[src/rtl/alu_op_sequencer.sv]
// Byte-ALU command sequencer: captures a short program through a ready/valid
// load port, then replays it onto the ALU inputs one entry per clock.
module alu_op_sequencer #(
    parameter int         DEPTH      = 8,
    parameter logic [3:0] NOP_OPCODE = 4'h0
) (
    input  logic                     clk,
    input  logic                     rst_n,
    input  logic                     load_valid,
    output logic                     load_ready,
    input  logic [5:0]               load_instr,
    input  logic [7:0]               load_data,
    input  logic                     clear,
    input  logic                     start,
    input  logic                     loop_en,
    input  logic                     stop,
    output logic                     busy,
    output logic                     done,
    output logic [$clog2(DEPTH):0]   count,
    output logic                     alu_accum_source,
    output logic                     alu_value_source,
    output logic [3:0]               alu_opcode,
    output logic [7:0]               alu_data,
    output logic                     alu_valid
);

    localparam int PW = $clog2(DEPTH);
    localparam int CW = PW + 1;

    typedef enum logic {IDLE, RUN} state_t;

    state_t          state, state_next;
    logic [CW-1:0]   count_next;
    logic [PW-1:0]   ptr, ptr_next;
    logic [CW-1:0]   ptr_inc;
    logic [CW-1:0]   eff_count;
    logic            load_fire;
    logic [5:0]      first_instr;
    logic [7:0]      first_data;
    logic            busy_next, done_next, valid_next;
    logic [5:0]      instr_next;
    logic [7:0]      data_next;

    logic [5:0]      instr_mem [DEPTH];
    logic [7:0]      data_mem  [DEPTH];

    assign load_ready = (state == IDLE) && (count < CW'(DEPTH)) && !clear;
    assign load_fire  = load_valid && load_ready;
    assign eff_count  = count + CW'(load_fire);
    assign ptr_inc    = CW'(ptr) + CW'(1);

    // A load and start in the same cycle must replay the entry being written.
    assign first_instr = (count == '0) ? load_instr : instr_mem[0];
    assign first_data  = (count == '0) ? load_data  : data_mem[0];

    always_ff @(posedge clk) begin
        if (load_fire) begin
            instr_mem[count[PW-1:0]] <= load_instr;
            data_mem[count[PW-1:0]]  <= load_data;
        end
    end

    // ptr holds the index of the next entry; ptr==0 in RUN means the last entry is showing.
    always_comb begin
        state_next = state;
        count_next = count;
        ptr_next   = ptr;
        busy_next  = 1'b0;
        done_next  = 1'b0;
        valid_next = 1'b0;
        instr_next = {2'b00, NOP_OPCODE};
        data_next  = 8'h00;
        case (state)
            IDLE: begin
                if (clear) begin
                    count_next = '0;
                end else begin
                    if (load_fire) count_next = count + CW'(1);
                    if (start) begin
                        if (eff_count != '0) begin
                            state_next = RUN;
                            busy_next  = 1'b1;
                            valid_next = 1'b1;
                            instr_next = first_instr;
                            data_next  = first_data;
                            ptr_next   = (eff_count == CW'(1)) ? '0 : PW'(1);
                        end else begin
                            done_next = 1'b1;
                        end
                    end
                end
            end
            RUN: begin
                if (stop) begin
                    state_next = IDLE;
                    ptr_next   = '0;
                end else if (ptr == '0 && !loop_en) begin
                    state_next = IDLE;
                    ptr_next   = '0;
                    done_next  = 1'b1;
                end else begin
                    busy_next  = 1'b1;
                    valid_next = 1'b1;
                    instr_next = instr_mem[ptr];
                    data_next  = data_mem[ptr];
                    ptr_next   = (ptr_inc == count) ? '0 : ptr_inc[PW-1:0];
                end
            end
            default: state_next = IDLE;
        endcase
    end

    always_ff @(posedge clk or negedge rst_n) begin
        if (!rst_n) begin
            state            <= IDLE;
            count            <= '0;
            ptr              <= '0;
            busy             <= 1'b0;
            done             <= 1'b0;
            alu_valid        <= 1'b0;
            alu_accum_source <= 1'b0;
            alu_value_source <= 1'b0;
            alu_opcode       <= NOP_OPCODE;
            alu_data         <= 8'h00;
        end else begin
            state            <= state_next;
            count            <= count_next;
            ptr              <= ptr_next;
            busy             <= busy_next;
            done             <= done_next;
            alu_valid        <= valid_next;
            alu_accum_source <= instr_next[5];
            alu_value_source <= instr_next[4];
            alu_opcode       <= instr_next[3:0];
            alu_data         <= data_next;
        end
    end

endmodule

[config.mk]
export PLATFORM = sky130hd
export DESIGN_NAME = alu_op_sequencer
export DESIGN_NICKNAME = d
export VERILOG_FILES = /design/src/rtl/alu_op_sequencer.sv
export SDC_FILE = /design/constraint.sdc
export NUM_CORES = 1
export LEC_CHECK = 0
export ABC_AREA = 1
export BUFFER_PORTS_ARGS = -buffer_cell sky130_fd_sc_hd__buf_2
export CAP_MARGIN = 5
export CORE_UTILIZATION = 45
export CTS_CLUSTER_DIAMETER = 100
export DETAILED_ROUTE_END_ITERATION = 7
export PLACE_DENSITY = 0.71
export SLEW_MARGIN = 20
export SYNTH_ARGS = -nofsm -noshare
export SYNTH_HDL_FRONTEND = slang
export SYNTH_SLANG_ARGS = --single-unit
[constraint.sdc]
create_clock -name clk -period 2.74 [get_ports clk]
set_input_delay 0.274 -clock clk [delete_from_list [all_inputs] [get_ports clk]]
set_output_delay 0.274 -clock clk [all_outputs]
set_load 0.01 [all_outputs]
==> results of run 1 <==
## worst min path at each step
stage / to / slack (ps) / depth (start not counted)
final: done$_DFF_PN0_ / 80 / 2
after global routing: done$_DFF_PN0_ / 90 / 2
after CTS: done$_DFF_PN0_ / 70 / 2
after detailed placement: count[2]$_DFFE_PN0P_ / 320 / 1
after global placement: count[2]$_DFFE_PN0P_ / 320 / 1
after floorplan: alu_accum_source$_DFF_PN0_ / -20 / 0
## metrics by stage
stage	hold slack [ps]	total power (W)	setup WS (ps)	area (µm²)	instances
2_1_floorplan	-21.6	0.00389	180	5880	487
3_3_place_gp	315	0.00423	494	6260	689
3_5_place_dp	319	0.00429	419	6260	689
4_1_cts	66.1	0.00640	402	6820	721
5_1_grt	89.2	0.00673	207	6820	721
6_report	75.0	0.00637	413	6820	721
## synthesized netlist by cell type
library cell / instances
o211ai_1: 28
nand3_2: 1
o22ai_1: 1
nor3_2: 2
nor3_1: 1
o32ai_1: 1
o21ai_0: 54
nand2_2: 22
a21oi_1: 2
nand2_1: 44
clkinv_2: 1
edfxtp_1: 112
nand2_4: 1
buf_6: 1
dfrtp_1: 23
mux2_4: 10
nor2_1: 96
ha_1: 6
buf_12: 1
buf_4: 6
nand4_4: 1
inv_1: 11
nand4_1: 2
buf_2: 8
nand3_4: 2
o21ai_1: 7
clkbuf_1: 10
nor2_8: 1
mux2_2: 4
inv_2: 5
clkinv_1: 1
nand3_1: 22
## cell families after synthesis
logic type	Yosys count
DFF	135
AOI/OAI and AO/OA	93
buffers and inverters	44
muxes	14
adders and majority gates	6
and+or+nand+nor	195
## layer usage
metal  global-route usage  wire [µm]  share of wire
met3               0.0451        658          0.052
met4               0.0846        317          0.025
met2                0.330       6140           0.49
met1                0.266       5450           0.43
met5                    0          0              0
## power by group
part           switching, W  total, W  internal (W)  leakage, nW
clock              0.000790   0.00210       0.00131        0.273
sequential        0.0000926   0.00247       0.00237         1.32
combinational       0.00116   0.00180      0.000640         1.00
total               0.00204   0.00637       0.00433         2.60
## worst max-delay path, stage by stage (launching register included)
cell	delay, ps
dfrtp_1	500
nor3_2	220
nand2_1	130
inv_2	120
ha_1	250
ha_1	200
inv_1	50
nand2_2	60
nand2_2	70
nand4_4	110
nand2_4	80
nor2_8	300
nand2_1	80
nand2_1	80
## final cells by class
class	count	area, µm²	share of cell area
clock buffer	19	433	0.0635
clock inverter	12	111	0.0163
inverter	18	68.8	0.0101
multi-input combinational	308	1720	0.253
sequential	135	3940	0.578
tap	172	215	0.0316
timing repair buffer	57	325	0.0477
## registers in the layout, indices dropped and copies added (netlist names)
| register | cells |
|---|---|
| alu_accum_source | 1 |
| alu_data | 8 |
| alu_value_source | 1 |
| ptr | 3 |
| instr_mem | 48 |
| data_mem | 64 |
| state | 1 |
| alu_opcode | 4 |
| count | 4 |
| done | 1 |
==> metrics, run 1 <==
status=completed; net count after synthesis=between 500 and 600; row cnt=approximately 40; Hold Vio Cnt, Final=0; remaining global-route overflow=0; Sink Count=between 100 and 150; Clock Latency Late Sink=410 ps; worst r2r dst=alu_data[7]$_DFF_PN0_; initial DRC count=248; Max-slew headroom=0.567; vias in the first global route=3,629; Compound-Gate Fraction of Synth Area=0.0919; DPL Wire Length=approximately 7000 µm; crit end category=flip-flop; mux cell area share after synthesis=0.0332; post-synth top area share=0.572; starting density of the core=0.464; Peak VDD IR=around 0.00063 V; critical path class=flip-flop to flip-flop; min-delay src=stop; Detail Route Antenna Nets=0; Post-CTS Setup Repair Bufs=0; via/cell ratio=roughly 5.2; Synth Area in XOR/XNOR=0; critical-path maximum fanout=14; CTS tree=yes; reg2reg setup slack=410 ps; measured slew at the worst slew-check pin=around 650 ps; I/O pins=between 40 and 50; adder and majority cell fraction of the synthesized area=0.0128; CP endpoint=alu_data[7]$_DFF_PN0_; final core utilization=0.538; clock-pin slew on the worst setup and hold paths=around 50 ps; Required @ worst endpoint=roughly 3100 ps; post-synth top area cell=edfxtp_1; DR WL/cell=~17 µm; cells after synthesis=487; most common cell after layout, fill and taps aside=edfxtp_1; final wirelength=around 13,000 µm; Unique masters post-synth=32; largest family of logic cells by synthesized area=simple AND/OR/NAND/NOR gates; arrival time of the worst setup path=~2700 ps; clock buffer count from CTS=17; simple-gate portion of the synthesized area=0.154; Clock H-tree levels=4; vias after detailed routing=between 3,000 and 4,000; diodes inserted=0; Worst setup SP type=flip-flop; initial antenna violation count=0; Pleak=approximately 2.6 nW; Post-Syn Area=5880 µm²; RSZ-0062 raised after global routing=no; Post-CTS Resized=0; Max Buffers Root-to-Sink=2; Sum Neg Setup Slack=0 ps; PD cells=approximately 930 nW/µm²; Max Cap Viol=0; commonest non-fill, non-tap cells in the layout=edfxtp_1 (112), nor2_1 (96), o21ai_0 (54); Warnings, synthesis=0; Worst setup startpoint=state$_DFF_PN0_; Die H=between 100 and 150 µm; area grow syn2layout=15.9%; die width=roughly 120 µm; R2R cell count=13; Total Routing Usage GR=0.204; clock period minus worst slack=between 2000 and 2500 ps; max-slew violation count=0; largest net degree at the start of global routing=63; die area=approximately 14,000 µm²; DRC=0; #FFs+latches synth=between 100 and 150; CTS root buffer=clkbuf_16; share of layout cells above drive strength 1=0.246; Final #Nets=564; GP Congestion=slightly below 0.8; fillers=roughly 1,000; largest cells by area after synthesis=edfxtp_1 (57%), dfrtp_1 (9.8%), nor2_1 (6.1%); Final setup viols=0; hold_buf cts=1; period utilisation layout=0.849; Min-Delay Path Class=primary input to flip-flop; worst r2r src=state$_DFF_PN0_; first-pass GRT wire length=19,800 µm; sequential share of the synthesized area=0.670; syn avg cell area=12.1 µm²; iteration count of the initial detailed-routing pass=5; Port-buffer cells=42; Max Freq=between 400 and 500 MHz; core area=between 10,000 and 15,000 µm²; clk_skew=5.70 ps
Note: power is estimated with default switching activity, not from simulation.
==> run 2, diff against run 1 <==
PLACE_DENSITY = 0.74   (was 0.71)
clock period = 2 ns   (was 2.74 ns; I/O delays follow)
==> metrics, run 2 (synthesized netlist as in run 1, its figures left out) <==
final wirelength=12,900 µm (+2.3%); Max-slew headroom=0.593 (+0.0262); Total Routing Usage GR=0.200 (-0.00337); die width=116 µm (unchanged); I/O pins=43 (unchanged); DP Area=6420 µm² (+2.5%); DRC=0 (unchanged); largest net degree at the start of global routing=58 (-7.9%); clock period minus worst slack=1910 ps (-413 ps); vias in the first global route=3,758 (+3.6%); Clock H-tree levels=4 (unchanged); period utilisation layout=0.957 (+0.108); GP Congestion=0.773 (-1.4%); CTS tree=yes; status=completed; Final setup viols=0 (unchanged); Port-buffer cells=42 (unchanged); Sum Neg Setup Slack=0 ps (unchanged); Required @ worst endpoint=2300 ps (-780 ps); Hold Vio Cnt, Final=0 (unchanged); DP Worst Slack=-12.1 ps (-431 ps); CTS root buffer=clkbuf_16; hold slack=70.9 ps (-4.12 ps); Final #Nets=578 (+2.5%); clk_skew=5.74 ps (+0.0408 ps); diodes inserted=0 (unchanged); core area=12,700 µm² (unchanged); row cnt=41 (unchanged); share of layout cells above drive strength 1=0.280 (+0.0342); initial antenna violation count=0 (unchanged); Peak VDD IR=0.000595 V (-4.9%); PD cells=1290 nW/µm² (+38%); Detail Route Antenna Nets=0 (unchanged); flip-flop count of the largest register after layout=64 (unchanged); iteration count of the initial detailed-routing pass=5 (unchanged); internal power=0.00628 W (+45%); crit end category=flip-flop; Min-Delay Path Class=primary input to flip-flop; Max Freq=522 MHz (+22%); clock-pin slew on the worst setup and hold paths=60 ps (about the same); cell area after layout=7110 µm² (+4.3%); first-pass GRT wire length=19,500 µm (-1.5%); Clock Latency Late Sink=410 ps (about the same); Die H=116 µm (unchanged); vias after detailed routing=3,910 (+3.9%); DPL Wire Length=7570 µm (+6.8%); Sink Count=135 (unchanged); initial DRC count=350 (+41%); most common cell after layout, fill and taps aside=edfxtp_1; max-slew violation count=0 (unchanged); Clock Power Share=0.337 (+0.007); Worst setup SP type=flip-flop; setup ws final=85.8 ps (-327 ps); Max Cap Viol=0 (unchanged); measured slew at the worst slew-check pin=611 ps (-39.3 ps); Max Buffers Root-to-Sink=2 (unchanged); sw frac=0.316 (-0.00422); commonest non-fill, non-tap cells in the layout=edfxtp_1 (112), nor2_1 (93), o21ai_0 (54); arrival time of the worst setup path=2210 ps (-460 ps); DR WL/cell=17.5 µm (+0.25%); clock buffer count from CTS=17 (unchanged); Logic pwr share=0.296 (+0.014); via/cell ratio=5.31 (+1.8%); switching pwr=0.00291 W (+42%); critical-path maximum fanout=5 (-9); area grow syn2layout=20.9%; remaining global-route overflow=0 (unchanged); die area=13,500 µm² (unchanged); critical path class=flip-flop to flip-flop; starting density of the core=0.464 (unchanged); Sequential Power Share=0.367 (-0.020); Pleak=2.70 nW (+3.9%)
run 2: cell types whose count changed in the layout (fill, tap and decap cells not counted), moves of 2 or more:
cell        delta
buf_12         +5
buf_4          +6
clkinv_2       -6
clkinv_4       +2
clkinvlp_4     +2
dfrtp_1        -2
dfrtp_2        +2
ha_1           -2
ha_4           +2
nor2_1         -3
nor2_2         +2
run 2: area by class of cell:
class,count,area [µm²]
well taps,172,215
fillers,991,5560
inverters,18,68.8
clock buffers,20,447
multi-input cells,308,1770
clock inverters,12,153
flip-flops and latches,135,3940
repair buffers,71,517
run 2: metrics by stage:
stage / utilization / power [W] / instances
2_1_floorplan: - / 0.00538 / 487
3_3_place_gp: 0.507 / 0.00594 / 697
3_5_place_dp: 0.507 / 0.00604 / 697
4_1_cts: 0.558 / 0.00916 / 733
5_1_grt: 0.561 / 0.00965 / 736
6_report: 0.561 / 0.00919 / 736
run 2: final timing paths:
path                                      startpoint                       end  slack [ps]  cells after the start
min in group asynchronous                      rst_n      count[2]$_DFFE_PN0P_         340                      2
min reg2reg                instr_mem[0][2]$_DFFE_PP_   alu_opcode[2]$_DFF_PN0_         610                      3
max reg2reg                          state$_DFF_PN0_     alu_data[3]$_DFF_PN0_          90                     12
max in group asynchronous                      rst_n           state$_DFF_PN0_        1230                      2
min                                     load_data[6]  data_mem[1][6]$_DFFE_PP_          70                      1
max                                  state$_DFF_PN0_     alu_data[3]$_DFF_PN0_          90                     12
run 2: layer usage:
metal  GRT usage  wire [µm]  vias to the layer above
met1       0.254       5200                     1888
li1            -          -                     1861
met3      0.0436        828                       20
met5           0          0                        -
met4      0.0906        210                        0
met2       0.330       6610                      141
run 2: power by group through the flow:
| stage | Combinational, W | Clock [W] | Sequential, W |
|---|---|---|---|
| after global placement | 0.00252 | 0 | 0.00342 |
| after CTS | 0.00266 | 0.00312 | 0.00337 |
| after floorplan | 0.00191 | 0 | 0.00347 |
| after global routing | 0.00302 | 0.00325 | 0.00339 |
| after detailed placement | 0.00262 | 0 | 0.00342 |
| final | 0.00272 | 0.00310 | 0.00337 |
run 2: repair_timing:
item | CTS | global route
setup buffers | 2 | 2
gates cloned | 0 | 1
hold endpoints to repair | 24 | 0
hold buffers | 2 | 0
pin swaps | 1 | 6
resized for setup | 0 | 2
setup endpoints to repair | 4 | 13
run 2: critical path, cell delays in order, from the launching register on:
cell,delay (ps)
dfrtp_2,420
nor3_4,200
nand2_2,100
inv_2,80
ha_4,150
ha_4,200
nor2_4,100
nand4_4,120
nand2_4,120
nor2_8,50
buf_12,140
nand2_2,60
nand2_2,50
==> run 3, diff against run 2 <==
CTS_BUF_LIST = sky130_fd_sc_hd__clkbuf_8   (was not set)
GPL_TIMING_DRIVEN = 0   (was not set)
==> metrics, run 3 (synthesized netlist as in run 1, its figures left out) <==
status=complete, but fails checks; failing checks=negative setup slack; clk_skew=12.4 ps (+6.61 ps); first-pass GRT wire length=22,000 µm (+13%); area grow syn2layout=20.6%; DR WL/cell=19.8 µm (+13%); RSZ-0062 raised after global routing=yes; crit-path leading delay family=simple AND/OR/NAND/NOR gates; DP Worst Slack=-280 ps (-268 ps); period utilisation layout=1.05 (+0.0950); flip-flop count of the largest register after layout=64 (unchanged); initial antenna violation count=0 (unchanged); Tot Pwr=0.00892 W (-3.0%); Sum Neg Setup Slack=-3230 ps (-3230 ps); vias in the first global route=3,896 (+3.7%); GP Congestion=0.862 (+12%); Clock H-tree levels=4 (unchanged); Multi-input gate area=1820 µm² (+2.6%); Detail Route Antenna Nets=0 (unchanged); Final setup viols=42 (+42); Final #Nets=596 (+3.1%); vias after detailed routing=4,170 (+6.6%); Post-Place Cells=706 (+1.3%); I/O pins=43 (unchanged); final cell count without fillers=754 (+2.4%); crit end category=flip-flop; die area=13,500 µm² (unchanged); starting density of the core=0.464 (unchanged); Port-buffer cells=42 (unchanged); Total Routing Usage GR=0.231 (+0.0302); Max Cap Viol=0 (unchanged); Pleak=2.69 nW (-0.49%); Hold Vio Cnt, Final=0 (unchanged); critical path class=flip-flop to flip-flop; Reg area=3940 µm² (about the same); Max Freq=475 MHz (-9.0%); Peak VDD IR=0.000620 V (+4.2%); CTS tree=yes; Min-Delay Path Class=primary input to flip-flop; Clock Latency Late Sink=450 ps (+40 ps); arrival time of the worst setup path=2160 ps (-50 ps); CP cell instances=nor3_4 -> nand2_2 -> inv_4 -> nand2_1 -> nor2_2; via/cell ratio=5.53 (+4.1%); Max Buffers Root-to-Sink=2 (unchanged); clock period minus worst slack=2100 ps (+190 ps); critical-path maximum fanout=14 (+9); largest net degree at the start of global routing=24 (-59%); share of layout cells above drive strength 1=0.302 (+0.0223); commonest non-fill, non-tap cells in the layout=edfxtp_1 (112), nor2_1 (89), o21ai_0 (54); Die H=116 µm (unchanged); setup ws final=-104 ps (-190 ps); diodes inserted=0 (unchanged); buffer and inverter count on the worst path=1 (-1); row cnt=41 (unchanged); remaining global-route overflow=0 (unchanged); die width=116 µm (unchanged); Required @ worst endpoint=2060 ps (-240 ps); iteration count of the initial detailed-routing pass=6 (+1); final wirelength=14,900 µm (+16%); fillers=1,011 (+2.0%); most common cell after layout, fill and taps aside=edfxtp_1; Largest stage delay, worst path=790 ps (+370 ps); DPL Wire Length=9290 µm (+23%); Sink Count=135 (unchanged); DRC=0 (unchanged); core area=12,700 µm² (unchanged); clock buffer count from CTS=17 (unchanged); PD cells=1260 nW/µm² (-2.7%); measured slew at the worst slew-check pin=991 ps (+380 ps); initial DRC count=518 (+48%); CP max-delay cell=nor2_2; Worst setup SP type=flip-flop; final core utilization=0.560 (-0.00158); CTS root buffer=clkbuf_8; max-slew violation count=0 (unchanged); clock-pin slew on the worst setup and hold paths=70 ps (about the same); Max-slew headroom=0.339 (-0.254)
-- run 3: changes by cell type in the layout (fill, tap and decap cells not counted), sizes merged --
cell | before | now
clkinvlp | 3 | 2
buf | 68 | 76
bufinv | 3 | 4
clkbuf | 21 | 29
inv | 17 | 18
clkinv | 7 | 8
-- run 3: area by class of cell --
cell class,count,area share
repair buffers,65,0.0639
multi-input cells,308,0.256
clock inverters,14,0.0256
flip-flops and latches,135,0.556
well taps,172,0.0303
plain buffers,24,0.0226
inverters,18,0.0104
clock buffers,18,0.0349
-- run 3: metal layers --
layer / up-vias / wire, µm / global-route usage / share of wire
met4: 0 / 482 / 0.0974 / 0.032
li1: 1892 / - / - / -
met1: 1973 / 5690 / 0.309 / 0.38
met2: 265 / 7190 / 0.364 / 0.48
met5: - / 0 / 0 / 0
met3: 40 / 1570 / 0.0503 / 0.10
-- run 3: per-stage QoR --
step	area, µm²	hold slack (ps)
floorplan	5930	-95.6
global placement	6360	237
detailed placement	6440	252
CTS	7010	12.1
global route	7090	39.2
finish	7090	37.3
-- run 3: worst paths after layout --
kind,endpoint,slack (ps),cells past startpoint,start
worst max-delay path,data_mem[1][5]$_DFFE_PP_,-100,5,count[3]$_DFFE_PN0P_
worst min-delay path,data_mem[4][7]$_DFFE_PP_,40,1,load_data[7]
worst max register to register,data_mem[1][5]$_DFFE_PP_,-100,5,count[3]$_DFFE_PN0P_
worst min register to register,alu_data[0]$_DFF_PN0_,610,3,data_mem[0][0]$_DFFE_PP_
max in group asynchronous,ptr[1]$_DFFE_PN0P_,1260,2,rst_n
min in group asynchronous,alu_value_source$_DFF_PN0_,290,2,rst_n
-- run 3: power breakdown --
group	switching (W)	total [W]	leakage (nW)	internal, W
logic	0.00200	0.00313	1.15	0.00112
clock network	0.00104	0.00242	0.220	0.00138
registers	0.000120	0.00337	1.32	0.00325
-- run 3: what timing repair did --
item	4_1_cts	5_1_grt
setup buffers	9	6
pin swaps	5	3
setup endpoints to repair	97	61
cloned	0	1
gates resized for setup	11	6
hold buffers	2	0
hold endpoints to repair	24	0
